==> config.mk <==
export PLATFORM = sky130hd
export DESIGN_NAME = mmss_down_timer
export DESIGN_NICKNAME = d
export VERILOG_FILES = /design/src/rtl/mmss_down_timer.sv
export SDC_FILE = /design/constraint.sdc
export NUM_CORES = 1
export LEC_CHECK = 0
export BUFFER_PORTS_ARGS = -buffer_cell sky130_fd_sc_hd__buf_2
export CAP_MARGIN = 20
export CORE_ASPECT_RATIO = 1.5
export CORE_UTILIZATION = 50
export CTS_CLUSTER_DIAMETER = 30
export DETAILED_ROUTE_END_ITERATION = 10
export GPL_TIMING_DRIVEN = 0
export HOLD_SLACK_MARGIN = 0.12
export PLACE_DENSITY = 0.72
export RECOVER_POWER = 25
export SLEW_MARGIN = 0
export SYNTH_ARGS = -nofsm -noshare
export SYNTH_HDL_FRONTEND = slang
export SYNTH_SLANG_ARGS = --single-unit
==> constraint.sdc <==
create_clock -name clock -period 5.8 [get_ports clock]
set_clock_uncertainty 0.1 [all_clocks]
set_input_delay 0.58 -clock clock [delete_from_list [all_inputs] [get_ports clock]]
set_output_delay 0.58 -clock clock [all_outputs]
set_load 0.03 [all_outputs]
==> src/rtl/mmss_down_timer.sv <==
// Four-digit BCD MM:SS countdown timer with an on-chip 1 s prescaler.
// Loads are clamped per digit, and the count halts at 00:00 or reloads, depending on AUTO_RELOAD.
module mmss_down_timer #(
    parameter int TICK_DIV     = 50_000_000,
    parameter int MIN_TENS_MOD = 10,
    parameter int AUTO_RELOAD  = 0
) (
    input  logic        clock,
    input  logic        clear,
    input  logic        loadn,
    input  logic        en,
    input  logic [15:0] data,
    output logic [15:0] time_bcd,
    output logic        zero,
    output logic        tc,
    output logic        running
);

    localparam int PW = (TICK_DIV > 1) ? $clog2(TICK_DIV) : 1;
    localparam logic [PW-1:0] PRESC_LAST = PW'(TICK_DIV - 1);

    logic [15:0]   time_reg, time_next;
    logic [15:0]   reload_reg, reload_next;
    logic [PW-1:0] presc_reg, presc_next;
    logic          tc_reg, tc_next;
    logic          running_reg, running_next;

    logic [15:0] load_value;
    logic [15:0] dec_value;
    logic [3:0]  borrow;
    logic        halted;

    assign borrow[0] = 1'b1;

    // Per-digit clamp on load and borrow-chain decrement; each digit has its own modulus.
    generate
        for (genvar gi = 0; gi < 4; gi++) begin : g_digit
            localparam logic [3:0] DIGIT_MAX =
                4'((gi == 3) ? (MIN_TENS_MOD - 1) : ((gi == 1) ? 5 : 9));
            logic [3:0] din;
            logic [3:0] cur;

            assign din = data[gi*4 +: 4];
            assign cur = time_reg[gi*4 +: 4];
            assign load_value[gi*4 +: 4] = (din > DIGIT_MAX) ? DIGIT_MAX : din;
            assign dec_value[gi*4 +: 4]  = !borrow[gi] ? cur :
                                           (cur == 4'd0) ? DIGIT_MAX : (cur - 4'd1);
            if (gi < 3) begin : g_borrow
                assign borrow[gi+1] = borrow[gi] && (cur == 4'd0);
            end
        end
    endgenerate

    // With auto-reload, 00:00 is only reachable when the reload value is 00:00 itself.
    assign halted = (time_reg == 16'h0000);

    always_comb begin
        time_next   = time_reg;
        reload_next = reload_reg;
        presc_next  = presc_reg;
        tc_next     = 1'b0;
        if (!loadn) begin
            time_next   = load_value;
            reload_next = load_value;
            presc_next  = '0;
        end else if (en && !halted) begin
            if (presc_reg == PRESC_LAST) begin
                presc_next = '0;
                if (time_reg == 16'h0001) begin
                    tc_next   = 1'b1;
                    time_next = (AUTO_RELOAD != 0) ? reload_reg : 16'h0000;
                end else begin
                    time_next = dec_value;
                end
            end else begin
                presc_next = presc_reg + 1'b1;
            end
        end
        running_next = en && ((AUTO_RELOAD != 0) ? (reload_next != 16'h0000)
                                                  : (time_next != 16'h0000));
    end

    always_ff @(posedge clock) begin
        if (clear) begin
            time_reg    <= 16'h0000;
            reload_reg  <= 16'h0000;
            presc_reg   <= '0;
            tc_reg      <= 1'b0;
            running_reg <= 1'b0;
        end else begin
            time_reg    <= time_next;
            reload_reg  <= reload_next;
            presc_reg   <= presc_next;
            tc_reg      <= tc_next;
            running_reg <= running_next;
        end
    end

    assign time_bcd = time_reg;
    assign zero     = (time_reg == 16'h0000);
    assign tc       = tc_reg;
    assign running  = running_reg;

endmodule
# Yosys cells after proc, flatten, opt, wreduce, memory -nomap -nowiden
# Cells that the tools add are included.
# Widths: inputs -> output; s select.
[op_classes]
n_bitwise = 3
n_eq_ne = 2
n_mux = 17
n_lt_le_gt_ge = 4
addsub = 5
reduce_logical = 13
[ops]
columns = ["cell", "count"]
rows = [
  ["$mux 16", 4],
  ["$mux 4", 11],
  ["$add 26x1->26 const B", 1],
  ["$eq 26x26->1 const B", 1],
  ["$mux 26", 1],
  ["$eq 16x1->1 const B", 1],
  ["$logic_not 16->1", 1],
  ["$logic_not 4->1", 4],
  ["$reduce_bool 16->1", 1],
  ["$sub 4x1->4 const B", 4],
  ["$gt 4x4->1 const B", 3],
  ["$gt 4x3->1 const B", 1],
  ["$logic_and 1x1->1", 4],
  ["$reduce_or 4->1", 1],
  ["$not 1->1", 3],
  ["$reduce_or 2->1", 1],
  ["$logic_not 1->1", 1],
  ["$mux 1", 1],
]
[word_totals]
output_inout_bits = 19
in_bits = 20
reg_bits = 44
elab_cells = 48

# Longest topological paths before layout
[depth]
word_depth = 10
depth_mapped = 11
depth_no_buf = 10

# Worst setup path after synthesis
# Ideal clock, no wire load.
[synth_timing]
path_type = "reg2reg"
from = "register time_reg[0] (netlist: time_bcd[0])"
to = "register running_reg (netlist: running)"
synth_period_minus_slack_ps = 2990
setup_ps = 139
arrival_ps = 2751
stages_incl_launch_ff = 11
slack_ps = 2810
n_path_buf = 0
path_cell_list = "dfxtp_1 inv_1 ha_1 nor3b_2 and3_1 a211o_4 or4_1 a31oi_1 nand3_1 nor4_1 a311oi_1"
[synth_via]
elab_chain_cells = 10
word_cells_on_any_way = 18
[synth_rtl]
columns = ["element", "line_no", "source"]
rows = [
  ["start: declaration", "22", "logic [15:0] time_reg, time_next;"],
  ["start signal: assignment", "91", "time_reg <= time_next;"],
  ["parallel branches: the longest is 6 deep, another holds $sub 4x1->4", "n/a", ""],
  ["$mux 16 (*)", "66", "end else if (en && !halted) begin"],
  ["$mux 16 (*)", "62", "if (!loadn) begin"],
  ["$reduce_bool 16->1 (*)", "80", ": (time_next != 16'h0000));"],
  ["$logic_and 1x1->1 (*)", "79", "running_next = en && ((AUTO_RELOAD != 0) ? (reload_next != 16'h0000)"],
  ["end signal: assignment", "95", "running_reg <= running_next;"],
  ["end: declaration", "26", "logic running_reg, running_next;"],
]
# Mark *: on every way between the ends.
# A chain may end at the register's enable or synchronous reset.

# Worst setup path in the final report
# Same ends and word-level chain as after synthesis.

==> flow_metrics.tcl <==
set metrics [dict create \
    period_share_pct 58.23 \
    post_cts_buffers 0 \
    nNetsFinal 375 \
    netlist_instances 307 \
    grt_use_total_pct 25.98 \
    die-area_um2 5339 \
    worstSkewPairLatency_ns 0.30 \
    r2r-end "running" \
    die_x_um 60.00 \
    wl_um 6400 \
    synth_seq_area_share_pct 34.92 \
    start_util_pct 52.03 \
    vias 2436 \
    tns_ns 0 \
    cts_hold_buffers 0 \
    ant_nets 0 \
    avgSynthCellArea_um2 8.216 \
    path_clk_slew_ns 0.09 \
    p_leak_nw 1.020 \
    layoutNonFillerInstCount 418 \
    cp_cell_sequence "inv_1, ha_1, nor3b_2, nand4b_1, or3_1, nor3_1, mux2_1, a22oi_1, nor4b_1, a311oi_1" \
    cp.required_ns 5.86 \
    synth_ff_type "dfxtp_1" \
    max_stage_delay_ns 0.42 \
    dp_hpwl_um 4861 \
    grt.overflow.total 0 \
    cts_tree "built" \
    antenna_found_initial 0 \
    rsz0062_at_grt "no" \
    timing.fmax_mhz 296.1 \
    ctsLongestPathBuffers 2 \
    slew_headroom_pct 26.34 \
    synth_area_um2 2522 \
    drc_errors 0 \
    synth_common_cells "nor2_1 (55), dfxtp_1 (44), nand2_1 (18)" \
    gp_congestion 0.9280 \
    reg2reg_depth 10 \
    ir_drop_mv 0.1406 \
    core_area_um2 4848 \
    pin_count 39 \
    power.density_nw_per_um2 217.5 \
    io_buffers 37 \
    yosysWarnings 0 \
    setup_viol_count_final 0 \
    regToRegSetupSlack_ns 2.42 \
    hold_end "presc_reg[1]" \
    htree_levels 2 \
    outcome "finished, final reports clean" \
    area.growth.synth_to_final_pct 13.44 \
    dr.pass1.iters 4 \
    synth-edff-count 0 \
    synth.most_common_cell "nor2_1" \
    fin_crit_ns 3.378 \
    grt_pass1_vias 2356 \
    regToRegStartpoint "time_bcd[0]" \
    crit_type "reg -> reg" \
    drv_cap 0 \
    synthArstFlopShare_pct 0 \
    yosys.area.top_type "dfxtp_1" \
    cts_inserted_buffers 5 \
    synth_seq_cells 44 \
    yosysUniqueCellTypes 61 \
    grt_start_max_net_pins 13 \
    hold_path.class "reg -> reg" \
    syn_nets 331 \
    tightest_slew_ns 1.077 \
    start_kind "flip-flop" \
    crit_arrival_ns 3.44 \
    wire_per_inst_um 15.31 \
    crit_fanout 6 \
    worstSetupEndpointType "flip-flop" \
    hold_path_depth 2 \
    synth_area_leaders "dfxtp_1 (35%), nor2_1 (8.2%), xor2_1 (4.9%)" \
    largest_reg_flops 26 \
    synth.top_cell.area_share_pct 34.92 \
    vias_per_cell 5.828 \
    die_height_um 88.99 \
    drtIter0Drc 168 \
    cts-resized-gates 0 \
    slew_viol_final 0 \
    hold_violations 0 \
    n_antenna_cell 0 \
    rows 31 \
    drive_gt1_share_pct 12.50 \
    grt_pass1_wl_um 10450 \
    worst_path_max_delay_cell "or3_1" \
    worstHoldStart "presc_reg[1]" \
    ctsRootBufferMaster "clkbuf_8" \
    dp_cells 410 \
    cts_sinks 44 \
]
-- cell usage in the layout (no fill, tap or decap), types with 3 or more instances in the layout --
cell type   n
a21oi_1    10
xnor2_1     9
and3_1      6
o21ai_0     9
ha_1        4
nand2_1    18
a31oi_1     3
or3_1       5
dfxtp_1    44
nor3b_1     3
o31ai_1     3
nor2b_1     5
nor3_1     10
nand2b_1    3
and4_1      3
nand3_1    14
nand4_1     7
inv_1       9
clkbuf_1   26
xor2_1     14
a22oi_1     3
o211ai_1    3
clkbuf_8    6
nor4_1      7
buf_2      23
or4_1       3
nor2_1     55
-- kinds of logic (layout without fill, tap and decap cells) --
| group | Yosys count | count (layout) | share of synthesized area [%] |
|---|---|---|---|
| and+or+nand+nor | 159 | 159 | 35.47 |
| DFF | 44 | 44 | 34.92 |
| muxes | 3 | 3 | 1.240 |
| AOI/OAI and AO/OA | 53 | 53 | 15.18 |
| buffers and inverters | 21 | 66 | 3.223 |
| adders and majority gates | 4 | 4 | 1.984 |
| xor gates and xnor gates | 23 | 23 | 7.986 |
-- layer usage --
layer,track usage (%),wire (µm),vias up
met5,0,0,-
met4,13.74,240,0
met3,4.631,266,18
met2,47.47,3365,68
met1,27.58,2527,1156
li1,-,-,1194
-- worst max-delay path by stage --
stage | startpoint | to | slack [ns] | cells after the start
after CTS | time_bcd[0] | running | 2.50 | 10
after global placement | time_bcd[0] | running | 2.59 | 10
after floorplan | time_bcd[0] | running | 2.81 | 10
after detailed placement | time_bcd[0] | running | 2.54 | 10
after global routing | time_bcd[1] | running | 2.19 | 10
final | time_bcd[0] | running | 2.42 | 10
-- where the power goes --
| part | internal [W] | switching (W) |
|---|---|---|
| clock network | 0.0000973 | 0.000105 |
| registers | 0.000309 | 0.0000113 |
| logic | 0.0000360 | 0.0000647 |
| total | 0.000442 | 0.000180 |
-- per-stage QoR --
step | hold slack [ns] | area (µm²) | worst slack [ns] | power (W) | util [%]
4_1_cts | 0.4063 | 2880 | 2.499 | 0.0006253 | 59.41
6_report | 0.4047 | 2861 | 2.422 | 0.0006225 | 59.02
5_1_grt | 0.4407 | 2861 | 2.187 | 0.0006477 | 59.02
2_1_floorplan | 0.3618 | 2522 | 2.810 | 0.0003947 | -
3_3_place_gp | 0.3748 | 2790 | 2.590 | 0.0004267 | 57.55
3_5_place_dp | 0.3937 | 2790 | 2.544 | 0.0004276 | 57.55
-- layout make-up --
cell class	count	area (µm²)
Timing Repair Buffer	37	166.4
Inverter	9	33.78
Sequential cell	44	880.8
Multi-Input combinational cell	242	1560
Clock buffer	8	90.09
Buffer	12	47.55
Tap cell	66	82.58
Fill cell	479	1987
-- critical path, delay by kind of cell (launching register included) --
family,cells,cell delay [ns]
compound gates,2,0.42
fa+ha+maj,1,0.20
buf+inv,1,0.10
flops,1,0.37
mux,1,0.36
simple gates,5,1.67
Power figures use the tool's default switching activity.
